==> src/rtl/cache_fill_fsm_pkg.sv <==
// Shared widths, FSM state type and block-alignment helper for the cache miss fill controller.
package cache_pkg;

  localparam int ADDR_W          = 16;
  localparam int DATA_W          = 16;
  localparam int WORDS_PER_BLOCK = 8;
  localparam int OFFSET_W        = 4;
  localparam int WORD_SEL_W      = $clog2(WORDS_PER_BLOCK);

  typedef enum logic {
    IDLE = 1'b0,
    FILL = 1'b1
  } fill_state_e;

  function automatic logic [ADDR_W-1:0] block_base(input logic [ADDR_W-1:0] addr);
    return {addr[ADDR_W-1:OFFSET_W], {OFFSET_W{1'b0}}};
  endfunction

endpackage

==> src/rtl/cache_fill_fsm_if.sv <==
// Miss request, main-memory read and cache-array write signals of the fill controller.
interface cache_fill_fsm_if;
  import cache_pkg::*;

  logic                  miss_detected;
  logic [ADDR_W-1:0]     miss_address;
  logic                  fsm_busy;
  logic                  memory_read;
  logic [ADDR_W-1:0]     memory_address;
  logic [DATA_W-1:0]     memory_data;
  logic                  memory_data_valid;
  logic                  write_data_array;
  logic [WORD_SEL_W-1:0] array_word_sel;
  logic [DATA_W-1:0]     array_data;
  logic                  write_tag_array;

  modport master (
    input  miss_detected, miss_address, memory_data, memory_data_valid,
    output fsm_busy, memory_read, memory_address,
           write_data_array, array_word_sel, array_data, write_tag_array
  );

  modport slave (
    output miss_detected, miss_address, memory_data, memory_data_valid,
    input  fsm_busy, memory_read, memory_address,
           write_data_array, array_word_sel, array_data, write_tag_array
  );

endinterface

==> src/rtl/cache_fill_fsm_fill_counter.sv <==
// Word counter for one side of a block fill; done flags the beat that completes the block.
module fill_counter
  import cache_pkg::*;
(
  input  logic                  clk,
  input  logic                  rst,
  input  logic                  en,
  input  logic                  clr,
  output logic [WORD_SEL_W-1:0] count,
  output logic                  done
);

  always_ff @(posedge clk) begin
    if (rst || clr) begin
      count <= '0;
    end else if (en) begin
      count <= count + WORD_SEL_W'(1);
    end
  end

  assign done = en && (count == WORD_SEL_W'(WORDS_PER_BLOCK - 1));

endmodule

==> src/rtl/cache_fill_fsm.sv <==
// Cache miss fill controller: issues eight pipelined word reads and writes the returns into the arrays.
// Optional CACHE_FILL_PERF_EN adds saturating fill_count / busy_cycles counters.
//
// state | meaning
// IDLE  | no fill; waits for miss_detected, then latches the block base
// FILL  | reads issue back to back while returns are written as they arrive
module cache_fill_fsm
  import cache_pkg::*;
(
  input  logic             clk,
  input  logic             rst,
  cache_fill_fsm_if.master fillBus
`ifdef CACHE_FILL_PERF_EN
  ,
  output logic [15:0]      fill_count,
  output logic [15:0]      busy_cycles
`endif
);

  fill_state_e           state, nextState;
  logic [ADDR_W-1:0]     base;
  logic                  issuedAll;
  logic [WORD_SEL_W-1:0] issueCnt, recvCnt;
  logic                  inFill, clrCnt;
  logic                  issueEn, issueDone, recvEn, recvDone, protoErr;

  assign inFill  = (state == FILL);
  assign clrCnt  = !inFill;
  assign issueEn = inFill && !issuedAll;

  // A return with nothing outstanding is dropped rather than written.
  assign protoErr = inFill && fillBus.memory_data_valid && !issuedAll && (recvCnt == issueCnt);
  assign recvEn   = inFill && fillBus.memory_data_valid && !protoErr;

  fill_counter uIssueCnt (
    .clk  (clk),
    .rst  (rst),
    .en   (issueEn),
    .clr  (clrCnt),
    .count(issueCnt),
    .done (issueDone)
  );

  fill_counter uRecvCnt (
    .clk  (clk),
    .rst  (rst),
    .en   (recvEn),
    .clr  (clrCnt),
    .count(recvCnt),
    .done (recvDone)
  );

  always_ff @(posedge clk) begin
    if (rst) begin
      state <= IDLE;
    end else begin
      state <= nextState;
    end
  end

  always_ff @(posedge clk) begin
    if (rst) begin
      base      <= '0;
      issuedAll <= 1'b0;
    end else begin
      if (!inFill && fillBus.miss_detected) begin
        base <= block_base(fillBus.miss_address);
      end
      if (!inFill) begin
        issuedAll <= 1'b0;
      end else if (issueDone) begin
        issuedAll <= 1'b1;
      end
    end
  end

  always_comb begin
    nextState = state;
    case (state)
      IDLE:    if (fillBus.miss_detected) nextState = FILL;
      FILL:    if (recvDone) nextState = IDLE;
      default: nextState = IDLE;
    endcase
  end

  always_comb begin
    fillBus.fsm_busy         = 1'b0;
    fillBus.memory_read      = 1'b0;
    fillBus.memory_address   = '0;
    fillBus.write_data_array = 1'b0;
    fillBus.array_word_sel   = '0;
    fillBus.array_data       = '0;
    fillBus.write_tag_array  = 1'b0;
    if (inFill) begin
      fillBus.fsm_busy = 1'b1;
      if (!issuedAll) begin
        fillBus.memory_read    = 1'b1;
        fillBus.memory_address = base + ADDR_W'({issueCnt, 1'b0});
      end
      if (recvEn) begin
        fillBus.write_data_array = 1'b1;
        fillBus.array_word_sel   = recvCnt;
        fillBus.array_data       = fillBus.memory_data;
      end
      fillBus.write_tag_array = recvDone;
    end
  end

  assert property (@(posedge clk) disable iff (rst) !protoErr);

`ifdef CACHE_FILL_PERF_EN
  always_ff @(posedge clk) begin
    if (rst) begin
      fill_count  <= '0;
      busy_cycles <= '0;
    end else begin
      if (recvDone && fill_count != 16'hFFFF) begin
        fill_count <= fill_count + 16'd1;
      end
      if (inFill && busy_cycles != 16'hFFFF) begin
        busy_cycles <= busy_cycles + 16'd1;
      end
    end
  end
`endif

endmodule

==> src/flat_wrapper.sv <==
// flat-port wrapper written by rule: the top's interface ports become plain ports
module cache_fill_fsm_flat import cache_pkg::*;
  (clk, rst, fillBus_miss_detected, fillBus_miss_address, fillBus_memory_data, fillBus_memory_data_valid, fillBus_fsm_busy, fillBus_memory_read, fillBus_memory_address, fillBus_write_data_array, fillBus_array_word_sel, fillBus_array_data, fillBus_write_tag_array);
  cache_fill_fsm_if fillBus_i ();
  input  logic clk;
  input  logic rst;
  input wire logic [$bits(fillBus_i.miss_detected)-1:0] fillBus_miss_detected;
  input wire logic [$bits(fillBus_i.miss_address)-1:0] fillBus_miss_address;
  input wire logic [$bits(fillBus_i.memory_data)-1:0] fillBus_memory_data;
  input wire logic [$bits(fillBus_i.memory_data_valid)-1:0] fillBus_memory_data_valid;
  output wire logic [$bits(fillBus_i.fsm_busy)-1:0] fillBus_fsm_busy;
  output wire logic [$bits(fillBus_i.memory_read)-1:0] fillBus_memory_read;
  output wire logic [$bits(fillBus_i.memory_address)-1:0] fillBus_memory_address;
  output wire logic [$bits(fillBus_i.write_data_array)-1:0] fillBus_write_data_array;
  output wire logic [$bits(fillBus_i.array_word_sel)-1:0] fillBus_array_word_sel;
  output wire logic [$bits(fillBus_i.array_data)-1:0] fillBus_array_data;
  output wire logic [$bits(fillBus_i.write_tag_array)-1:0] fillBus_write_tag_array;
  assign fillBus_i.miss_detected = fillBus_miss_detected;
  assign fillBus_i.miss_address = fillBus_miss_address;
  assign fillBus_i.memory_data = fillBus_memory_data;
  assign fillBus_i.memory_data_valid = fillBus_memory_data_valid;
  assign fillBus_fsm_busy = fillBus_i.fsm_busy;
  assign fillBus_memory_read = fillBus_i.memory_read;
  assign fillBus_memory_address = fillBus_i.memory_address;
  assign fillBus_write_data_array = fillBus_i.write_data_array;
  assign fillBus_array_word_sel = fillBus_i.array_word_sel;
  assign fillBus_array_data = fillBus_i.array_data;
  assign fillBus_write_tag_array = fillBus_i.write_tag_array;
  cache_fill_fsm u_core (.clk(clk), .rst(rst), .fillBus(fillBus_i));
endmodule
==> config.mk <==
export PLATFORM = sky130hd
export DESIGN_NAME = cache_fill_fsm_flat
export DESIGN_NICKNAME = d
export VERILOG_FILES = /design/src/rtl/cache_fill_fsm_pkg.sv /design/src/rtl/cache_fill_fsm_if.sv /design/src/rtl/cache_fill_fsm_fill_counter.sv /design/src/rtl/cache_fill_fsm.sv /design/src/flat_wrapper.sv
export SDC_FILE = /design/constraint.sdc
export NUM_CORES = 1
export LEC_CHECK = 0
export CAP_MARGIN = 30
export CORE_MARGIN = 4
export CORE_UTILIZATION = 38
export CTS_CLUSTER_SIZE = 24
export DETAILED_ROUTE_END_ITERATION = 10
export PLACE_DENSITY_LB_ADDON = 0.15
export SYNTH_ARGS = -nofsm -noshare
export SYNTH_HDL_FRONTEND = slang
export SYNTH_SLANG_ARGS = --single-unit
==> constraint.sdc <==
create_clock -name clk -period 3.75 [get_ports clk]
set_clock_uncertainty 0.2 [all_clocks]
set_input_delay 0.75 -clock clk [delete_from_list [all_inputs] [get_ports clk]]
set_output_delay 0.75 -clock clk [all_outputs]
set_load 0.005 [all_outputs]
== After elaboration in Yosys (flattened, before gate mapping) ==
Index checks and enable logic that the tools add are counted.
Word-level totals
  register bits after elaboration: 20
  latch bits: 0
  memory bits (writable): 0
  bits in read-only memories: 0
  input bits: 36
  output and inout port bits: 39
  word-level logic and storage cells: 40
  memories: 0
Operators by class
  $add $sub $neg: 3
  multipliers: 0
  div/mod/pow operators: 0
  $lt $le $gt $ge: 0
  equality and inequality tests: 3
  shifts and indexed selects: 0
  muxes and demuxes: 15
  bitwise gates (word level): 1
  reduce and logical (&&, ||, !) cells: 13
Operators with widths (count)
  $mux 16: 4
  $add 16x4->16: 1
  $logic_and 1x1->1: 8
  $mux 1: 8
  $add 3x1->3 const B: 2
  $eq 3x3->1 const B: 2
  $mux 3: 2
  $eq 3x3->1: 1
  $logic_not 1->1: 3
  $pmux 1 s2: 1
  $reduce_or 2->1: 1
  $logic_or 1x1->1: 1
  $not 1->1: 1

== Depth between registers and ports, before layout ==
  word-level depth: 8
  gate-level depth with buffers: 5

== Cells and area by module ==
Synthesis repeated with hierarchy kept, for this count alone.
Unflattened totals
  cell total of the unflattened synthesis: 134
  area, all modules: 1087.3 um^2
By module, submodules not included
  cache_fill_fsm: times used 1, cells each 110, area an instance 804.5 um^2, seq. area each 280.3 um^2
  fill_counter: times used 2, cells each 12, area an instance 141.4 um^2, seq. area each 60.1 um^2

== Worst setup path after synthesis ==
No wires, ideal clock.
  kind: in2out
  start point: input port fillBus_memory_data_valid
  end point: output port fillBus_array_data[10]
  arrival: 1.420 ns
  required time: 2.800 ns
  slack: 1.380 ns
  cell stages on the path: 4
  buffers on the path: 1
  cell sequence: nand2_1 > a41oi_4 > buf_6 > and2_2
Between the ends
  word-level cells in the longest chain between the ends: 7
Ends and longest elaborated chain
  start: declaration: line flat_wrapper.sv:10  | input wire logic [$bits(fillBus_i.memory_data_valid)-1:0] fillBus_memory_data_valid;
  $logic_and 1x1->1 *: line cache_fill_fsm.sv:32, cache_fill_fsm.sv:33
  $logic_and 1x1->1 (2 in a row): line cache_fill_fsm.sv:32  | assign protoErr = inFill && fillBus.memory_data_valid && !issuedAll && (recvCnt == issueCnt);
  $logic_not 1->1: line cache_fill_fsm.sv:33  | assign recvEn = inFill && fillBus.memory_data_valid && !protoErr;
  $logic_and 1x1->1 *: line cache_fill_fsm.sv:33
  $mux 16 *: line cache_fill_fsm.sv:100  | if (recvEn) begin
  $mux 16 *: line cache_fill_fsm.sv:94  | if (inFill) begin
  end: declaration: line flat_wrapper.sv:16  | output wire logic [$bits(fillBus_i.array_data)-1:0] fillBus_array_data;
Every way passes the cells marked *; elsewhere a longest branch is shown, timed or not.

== Final worst setup path ==
  start point: input port fillBus_memory_data_valid
  end point: output port fillBus_array_data[12]
The elaborated chain is that of the path after synthesis.

==> out/results.tsv <==
metric	value	unit
setup_viol	0	
dp_hpwl	2430	um
arrival	2.44	ns
reg2regPathDepth	4	
htree_levels	1	
yosysWarnings	0	
ir_worst_vdd	0.000251	V
firstDrtPassIters	4	
drtAntennaViolNets	0	
first_global_vias	970	
synth_nets	174	
fin_crit	3.39	ns
initial_core_util	39.7	%
portBuffers	69	
critPathMaxFanout	22	
final_cell_count_no_fill	232	
crit_type	in -> out	
fp.dieW	61.6	um
diodes	0	
maxSlewViolCount	0	
drt-total-wl	2930	um
vias	1071	
clock_sinks	20	
drt_iter0_drc	26	
synth_seq_cells	20	
clk_path_buf_depth	2	
min_path_cells	2	
die-area	3800	sq um
worst_pin_slew	0.741	ns
yosys-top-cells-area	dfxtp_1 (37%), and2_1 (14%), nand2_1 (10%), and2_2 (7.6%), a21oi_1 (5.5%)	
pwr_density_cell	238	nW/um^2
hold_violations	0	
grtUsageTotal	15.8	%
final_nets	242	
cp_data_required_time	2.80	ns
avgSynthCellArea	8.16	sq um
rsz0062_at_grt	false	
grt_antenna_before_repair	0	
min_path_type	reg -> reg	
netlist-cell-type-count	20	
die_h	61.6	um
grt_overflow	0	
endpoint	fillBus_array_data[12]	
insertion_delay	0.30	ns
finalPower	434	uW
fill_cells	243	
setup.worst_path.start_class	input port	
timing.rr.end	u_core.uRecvCnt.count[1]	
cts_tree	yes	
fmax	0.295	GHz
dpl-instance-area	1790	sq um
avgViaCountPerCell	4.62	
status	finished clean	
period_share	90.4	%
end_kind	primary output	
r2r_start	u_core.uIssueCnt.count[0]	
grt_pass1_wl	4440	um
synth-seq-area-share	36.6	%
relSlewSlack	50.5	%
area_delta_synth_final	66.8	%
post_cts_buffers	0	
drc_errors	0	
rows	19	
maxCapViolations	0	
grt_start_max_net_pins	23	
hold_buffers	0	
core	2760	sq um
yosys.area.top_type	dfxtp_1	
io_pins	75	
route.detailed.wl_per_inst	12.6	um
cts.repair.resized	0	
multi_input_area	639	sq um
regToRegSetupSlack	2.02	ns
clockRootBuffer	clkbuf_4	
drive_gt1_share	8.96	%
postLayoutCellArea	1820	sq um
crit_start	fillBus_memory_data_valid	
synth.top_cell.area_share	36.6	%
synthCells	134	
seqCellArea	400	sq um
syn_area	1090	sq um
cts_buffers	3	
dpl.cell_count	228	
leakage	0.699	nW
clk_pin_slew	0.11	ns
fin_tns_setup	0	ns
gp_congestion	0.695	
## state kept, by name (all words and copies together), names as in the netlist
register	flops
u_core.base	12
u_core.inFill	1
u_core.issuedAll	1
u_core.uIssueCnt.count	3
u_core.uRecvCnt.count	3
## cells in the final DEF, fill, tap and decap left out
| cell | count |
|---|---|
| clkdlybuf4s50_1 | 69 |
| nand2_1 | 30 |
| and2_1 | 24 |
| dfxtp_1 | 20 |
| a21oi_1 | 12 |
| and2_2 | 11 |
| nor2_1 | 6 |
| mux2i_1 | 5 |
| ha_1 | 4 |
| nor2b_1 | 3 |
| xnor2_1 | 3 |
| nand2b_1 | 3 |
| clkbuf_4 | 3 |
| buf_4 | 2 |
| inv_1 | 1 |
| a41oi_4 | 1 |
| a211oi_1 | 1 |
| xor2_1 | 1 |
| conb_1 | 1 |
| clkbuf_8 | 1 |
## layout make-up
cell class                      instances  share of cell area [%]
Timing Repair Buffer                   71                    38.7
Sequential cell                        20                    21.9
Tap cell                               31                    2.13
Clock buffer                            4                    1.99
Multi-Input combinational cell        105                    35.0
Inverter                                1                   0.206
## layer usage
metal / global-route usage, % / share of wire [%] / vias to the layer above
met5: 0 / 0 / -
met1: 17.0 / 37 / 469
met3: 6.29 / 12 / 2
met2: 27.5 / 51 / 47
met4: 6.36 / 0.44 / 0
li1: - / - / 553
## worst max-delay path, cell delays in order
cell             delay (ns)
clkdlybuf4s50_1        0.45
nand2_1                0.08
a41oi_4                0.43
and2_2                 0.22
clkdlybuf4s50_1        0.50
## Yosys cell counts (all sizes together)
cell type  count
clkbuf         4
buf            4
a211oi         1
dfxtp         20
ha             4
xnor2          3
xor2           1
nand2b         3
mux2i          5
nor2b          3
inv            1
conb           1
nor2           6
nand2         30
a41oi          1
a21oi         12
and2          35
## worst min-delay path by stage
| stage | end | startpoint | slack, ns |
|---|---|---|---|
| floorplan | u_core.base[10] | u_core.base[10] | 0.23 |
| global placement | u_core.base[11] | u_core.base[11] | 0.24 |
| detailed placement | u_core.base[9] | u_core.base[9] | 0.25 |
| CTS | u_core.base[9] | u_core.base[9] | 0.26 |
| global route | u_core.base[8] | u_core.base[8] | 0.29 |
| finish | u_core.base[7] | u_core.base[7] | 0.26 |
## metrics by stage
step	util (%)	setup WS [ns]	hold slack, ns
after floorplan	-	1.38	0.226
after CTS	66.2	0.329	0.263
after global placement	64.8	0.350	0.237
after global routing	66.2	0.223	0.288
after detailed placement	64.8	0.331	0.247
final	66.2	0.359	0.259
## power by group
part           total (mW)  internal (mW)  switching [mW]
Sequential          0.227          0.221         0.00553
Clock               0.125         0.0592          0.0655
Combinational      0.0820         0.0533          0.0287
## cell families after synthesis
logic type      count (synthesis)  share of synthesized area (%)
buf+inv                         9                           4.92
xor+xnor                        4                           3.20
flops                          20                           36.6
compound gates                 14                           8.70
simple gates                   77                           37.1
mux                             5                           4.58
other cells                     1                          0.343
fa+ha+maj                       4                           4.58
Note: power is estimated with default switching activity, not from simulation.
